===== src/rtl/midori128_stream_io.sv =====
// midori128_stream_io
//   Word-serial front/back end for an external combinational Midori128 core.
//   It collects a key and a text block from a 32-bit valid/ready stream into
//   holding registers, and those registers drive the core's K/P/enc inputs.
//   Once a full text block and a complete key are present, it waits a
//   programmable settle time, captures the core's C output and streams the
//   result back out as 32-bit words. It contains no cipher logic.
//
// Ports
//   clk, rst                      clock, asynchronous active-high reset
//   in_valid/in_ready/in_data     input word stream, most significant word first
//   in_sel                        1 = key word, 0 = text word
//   in_enc                        direction, sampled with the first text word
//   core_enc/core_k/core_p        registered drive to the cipher core
//   core_c                        cipher core result
//   out_valid/out_ready/out_data  result word stream, most significant word first
//   out_last                      final word of a result block
//   busy                          high while waiting on the core or draining
//
// state    | meaning
// ---------+-------------------------------------------------------------
// ST_LOAD  | accepting key/text words; launches once text full and key set
// ST_WAIT  | core inputs frozen, counting down the settle time
// ST_DRAIN | captured result is being streamed out word by word

module midori128_stream_io #(
  parameter int WORD_W        = 32,
  parameter int BLOCK_W       = 128,
  parameter int SETTLE_CYCLES = 4
) (
  input  logic               clk,
  input  logic               rst,
  input  logic               in_valid,
  output logic               in_ready,
  input  logic [WORD_W-1:0]  in_data,
  input  logic               in_sel,
  input  logic               in_enc,
  output logic               core_enc,
  output logic [BLOCK_W-1:0] core_k,
  output logic [BLOCK_W-1:0] core_p,
  input  logic [BLOCK_W-1:0] core_c,
  output logic               out_valid,
  input  logic               out_ready,
  output logic [WORD_W-1:0]  out_data,
  output logic               out_last,
  output logic               busy
);

  localparam int NWORDS = BLOCK_W / WORD_W;
  localparam int IW     = $clog2(NWORDS);
  localparam int DW     = $clog2(NWORDS + 1);

  localparam logic [IW-1:0] LAST_IDX    = IW'(NWORDS - 1);
  localparam logic [DW-1:0] TEXT_FULL   = DW'(NWORDS);
  localparam logic [3:0]    SETTLE_INIT = 4'(SETTLE_CYCLES - 1);

  typedef enum logic [1:0] {
    ST_LOAD  = 2'd0,
    ST_WAIT  = 2'd1,
    ST_DRAIN = 2'd2
  } state_t;

  state_t state;
  state_t state_nxt;

  logic [BLOCK_W-1:0] key_reg;
  logic [BLOCK_W-1:0] text_reg;
  logic [BLOCK_W-1:0] res_reg;
  logic [IW-1:0]      kcnt;
  logic [IW-1:0]      ocnt;
  logic [DW-1:0]      dcnt;
  logic [3:0]         settle_cnt;
  logic               enc_reg;
  logic               key_loaded;

  logic in_acc;
  logic out_acc;
  logic launch;

  assign in_acc  = in_valid & in_ready;
  assign out_acc = out_valid & out_ready;
  assign launch  = (dcnt == TEXT_FULL) && key_loaded;

  assign core_k   = key_reg;
  assign core_p   = text_reg;
  assign core_enc = enc_reg;

  // State register
  always_ff @(posedge clk or posedge rst) begin
    if (rst) begin
      state <= ST_LOAD;
    end else begin
      state <= state_nxt;
    end
  end

  // Next-state logic
  always_comb begin
    state_nxt = state;
    case (state)
      ST_LOAD:  if (launch) state_nxt = ST_WAIT;
      ST_WAIT:  if (settle_cnt == 4'd0) state_nxt = ST_DRAIN;
      ST_DRAIN: if (out_ready && (ocnt == LAST_IDX)) state_nxt = ST_LOAD;
      default:  state_nxt = ST_LOAD;
    endcase
  end

  // Output logic
  always_comb begin
    in_ready  = 1'b0;
    out_valid = 1'b0;
    out_last  = 1'b0;
    out_data  = '0;
    busy      = 1'b0;
    case (state)
      // A full text block only blocks further text; key words still flow.
      ST_LOAD: in_ready = ~rst & ((dcnt != TEXT_FULL) | in_sel);
      ST_WAIT: busy = 1'b1;
      ST_DRAIN: begin
        busy      = 1'b1;
        out_valid = 1'b1;
        out_data  = res_reg[BLOCK_W-1-WORD_W*int'(ocnt) -: WORD_W];
        out_last  = (ocnt == LAST_IDX);
      end
      default: ;
    endcase
  end

  // Holding registers and counters
  always_ff @(posedge clk or posedge rst) begin
    if (rst) begin
      key_reg    <= '0;
      text_reg   <= '0;
      res_reg    <= '0;
      kcnt       <= '0;
      ocnt       <= '0;
      dcnt       <= '0;
      settle_cnt <= '0;
      enc_reg    <= 1'b0;
      key_loaded <= 1'b0;
    end else begin
      if (in_acc) begin
        if (in_sel) begin
          key_reg[BLOCK_W-1-WORD_W*int'(kcnt) -: WORD_W] <= in_data;
          kcnt <= kcnt + 1'b1;
          // Cleared by the first word of a (re)load, set by its last word;
          // words in between leave it cleared.
          key_loaded <= (kcnt == LAST_IDX);
        end else begin
          text_reg[BLOCK_W-1-WORD_W*int'(dcnt[IW-1:0]) -: WORD_W] <= in_data;
          if (dcnt == '0) enc_reg <= in_enc;
          dcnt <= dcnt + 1'b1;
        end
      end

      case (state)
        ST_LOAD: begin
          if (launch) settle_cnt <= SETTLE_INIT;
        end
        ST_WAIT: begin
          if (settle_cnt == 4'd0) begin
            res_reg <= core_c;
            ocnt    <= '0;
          end else begin
            settle_cnt <= settle_cnt - 4'd1;
          end
        end
        ST_DRAIN: begin
          if (out_acc) begin
            ocnt <= ocnt + 1'b1;
            if (ocnt == LAST_IDX) dcnt <= '0;
          end
        end
        default: ;
      endcase
    end
  end

endmodule

===== config.mk =====
export PLATFORM = sky130hd
export DESIGN_NAME = midori128_stream_io
export DESIGN_NICKNAME = d
export VERILOG_FILES = /design/src/rtl/midori128_stream_io.sv
export SDC_FILE = /design/constraint.sdc
export NUM_CORES = 1
export LEC_CHECK = 0
export BUFFER_PORTS_ARGS = -buffer_cell sky130_fd_sc_hd__buf_2
export CORE_MARGIN = 3
export CORE_UTILIZATION = 40
export CTS_BUF_LIST = sky130_fd_sc_hd__clkbuf_8 sky130_fd_sc_hd__clkbuf_16
export DETAILED_ROUTE_END_ITERATION = 16
export GPL_ROUTABILITY_DRIVEN = 0
export PLACE_DENSITY_LB_ADDON = 0.2
export SLEW_MARGIN = 5
export SYNTH_ARGS = -nofsm -noshare
export SYNTH_HDL_FRONTEND = slang
export SYNTH_SLANG_ARGS = --single-unit

===== constraint.sdc =====
create_clock -name clk -period 11.25 [get_ports clk]
set_clock_uncertainty 0.1 [all_clocks]
set_input_delay 0.5625 -clock clk [delete_from_list [all_inputs] [get_ports clk]]
set_output_delay 0.5625 -clock clk [all_outputs]
set_load 0.05 [all_outputs]

==> summary.txt <==
Final critical-path share of the clock period: 0.347
Cell-by-cell trace of the critical path: inv_1 -> ha_1 -> and4b_4 -> buf_4 -> and2_1 -> o21ai_1
Crit-path max cell delay: 1080 ps
Critical path type: flip-flop to flip-flop
Number of synthesized register bits: 399
Min-Delay Startpoint: core_c[43]
Core Util, Final: 0.496
DR WL/cell: 21.8 um
Required time of the critical path: 11550 ps
Type of element capturing the critical path: flip-flop
Internal power consumption: 4.05 mW
Biggest fanout along the worst timing path: 90
Reg2reg end: core_k[118]$_DFFE_PP0P_
DR pass1 iterations: 5
Share of synthesized area occupied by flip-flops and latches: 0.551
Global-route total usage across every layer: 0.229
Synth cell types: 51
Starting utilization of the core area: 0.407
Setup TNS after final layout: 0 ps
Deepest clock path buffer count: 3
Cell area power density: 356 mW/mm2
Number of setup violations in the final report: 0
Highest attainable clock frequency: 0.256 GHz
Share of post-route cells with drive strength above 1: 0.305
Area Overhead vs Synth: 21.9%
Core area: 0.0445 mm2
Total die area: 0.0479 mm2
Worst-case hold path end point: res_reg[43]$_DFFE_PP0P_
H-tree depth reported by CTS: 2
Average footprint of a synthesized cell: 11.5 um2
Sum of net half-perimeters after detailed placement: 37700 um
Insertion delay of the later-clocked pin in the worst-skew pair: 570 ps
Nets: 2132
Reg-to-reg startpoint: state[0]$_DFFE_PP0P_
Run status: complete, no violations
Proportion of synthesized flip-flops having asynchronous set or reset: 1.00
Number of antenna violations at the first check in global routing: 3
Number of buffers added on ports: 458
Clock period minus worst slack: 3910 ps
Die height: 219 um
CTS sink count: 399
Number of antenna-violating nets in the routed design: 0
Leading register cell type out of synthesis: sky130_fd_sc_hd__dfrtp_1
Horizontal die dimension: 219 um
Most frequent cells in the layout: sky130_fd_sc_hd__buf_2, sky130_fd_sc_hd__dfrtp_1, sky130_fd_sc_hd__inv_1
Count of vias placed by the detailed router: 13.3k
Sequential power share: 0.316
Remaining max-slew budget at the tightest pin: 0.145
Count of warnings emitted by yosys: 0
Number of rows created at floorplan: 77
Type of the worst min-delay path: input pin to flip-flop
Final hold violation count: 0
Unrepaired setup endpoints after global routing: no
Reg-to-reg slack, setup: 7340 ps
Number of standard cells after synthesis: 1582
R2R cell count: 6
Final Slew Violations: 0
Clock input transition at the sequential cells of the worst setup and hold paths: 60 ps
Clock share of power: 0.191
Register area: 0.00999 mm2
# resized after CTS: 0
DRC violations left: 0
LEAKAGE: 11.3 nW
Combinational group share of total power: 0.493
Final-layout fill cell count: 4115
Routed Wire Length: 56200 um
Syn_nets: 1763
Total overflow reported by the global router: 0
Maximum vdd drop: 0.227 mV
Highest-delay cell along the critical path: sky130_fd_sc_hd__and2_1
Via-to-Cell Ratio: 5.17
Number of enable flip-flop cells after synthesis: 0
Largest net degree at the start of global routing: 173
Violation count after the first detailed-routing iteration: 1189
Power dissipated by switching net loads: 3.83 mW
Via count of the first global-routing pass: 13.5k
Data arrival time of the critical path: 4200 ps
Leading cell type in the layout, fill and taps excluded: sky130_fd_sc_hd__buf_2
TritonCTS Buffers: 44
Area of the multi-input gates: 0.00659 mm2
Root Driver: sky130_fd_sc_hd__clkbuf_16
Maximum capacitance violations: 0
Switching fraction of total power: 0.486
Number of hold buffers added after cts: 0
First-pass GRT wire length: 84400 um
TritonCTS clock tree: yes
Post-CTS Setup Bufs: 0
Worst-Margin Slew: 1280 ps
I/O Pins: 459
Hold Crit Depth: 2
Cell Area, Synth: 0.0181 mm2
Startpoint types: flip-flop
-- synth_stat cells (all sizes together), types with 33 or more instances --
library cell  instances  area share
a21boi               33       0.014
mux2                131       0.082
buf                  69       0.025
and2                 38       0.013
inv                 203       0.042
dfrtp               399        0.55
nand3                39       0.012
nand4                96       0.033
o31ai                33       0.014
clkbuf               90       0.021
nand2                98       0.020
mux2i                97       0.054
o21ai               134       0.037
-- stage by stage --
step,hold slack (ps),cells,power (mW),setup WS [ps],instance area [um2]
final,113,2580,7.88,7340,22100
after global routing,76.8,2578,8.30,7010,22100
after CTS,76.0,2578,7.95,7340,22100
after detailed placement,377,2497,6.41,7370,20600
after global placement,368,2497,6.34,7500,20600
after floorplan,359,1582,5.40,3530,18100
-- power by group through the flow --
| stage | Sequential [mW] | Clock, mW | Combinational [mW] |
|---|---|---|---|
| finish | 2.49 | 1.51 | 3.88 |
| global route | 2.57 | 1.61 | 4.12 |
| CTS | 2.49 | 1.54 | 3.92 |
| detailed placement | 2.49 | 0 | 3.92 |
| global placement | 2.48 | 0 | 3.85 |
| floorplan | 3.85 | 0 | 1.54 |
-- worst max path at each step --
stage,from,end,slack [ps],cells past startpoint
2_1_floorplan,rst,in_ready,3530,2
3_3_place_gp,state[0]$_DFFE_PP0P_,core_k[55]$_DFFE_PP0P_,7500,6
3_5_place_dp,state[0]$_DFFE_PP0P_,core_k[124]$_DFFE_PP0P_,7370,6
4_1_cts,state[1]$_DFFE_PP0P_,core_k[118]$_DFFE_PP0P_,7340,6
5_1_grt,state[1]$_DFFE_PP0P_,core_k[118]$_DFFE_PP0P_,7010,6
6_report,state[0]$_DFFE_PP0P_,core_k[118]$_DFFE_PP0P_,7340,6
-- critical path: cells and delay by family, from the launching register on --
kind / cells / cell delay [ps]
AO/OA/AOI/OAI: 1 / 150
adder cells (fa/ha/maj): 1 / 340
buffers and inverters: 2 / 920
flip-flops: 1 / 400
AND/OR/NAND/NOR: 2 / 1770
-- routing by layer --
| metal | GRT usage | wire length, um | up-vias |
|---|---|---|---|
| li1 | - | - | 6134 |
| met1 | 0.302 | 23600 | 6648 |
| met2 | 0.372 | 26600 | 481 |
| met3 | 0.0662 | 4560 | 79 |
| met4 | 0.0644 | 1410 | 2 |
| met5 | 0 | 13 | - |
-- layout make-up --
| class | instances | area share |
|---|---|---|
| Clock inverter | 24 | 0.0105 |
| Sequential cell | 399 | 0.452 |
| Antenna cell | 2 | 0.000226 |
| Clock buffer | 57 | 0.0584 |
| Tap cell | 592 | 0.0335 |
| Inverter | 203 | 0.0347 |
| Multi-Input combinational cell | 821 | 0.298 |
| Timing Repair Buffer | 482 | 0.112 |
-- cells by family (layout without fill, tap and decap cells) --
group           count (synthesis)  in the layout  share of synthesized area
flops                         399            399                      0.551
fa+ha+maj                      15             15                     0.0104
buf+inv                       362            766                     0.0881
xor+xnor                        1              1                   0.000483
mux                           260            260                      0.175
simple gates                  299            299                     0.0902
other cells                     0              2                          0
compound gates                246            246                     0.0852
Note: power is estimated with default switching activity, not from simulation.
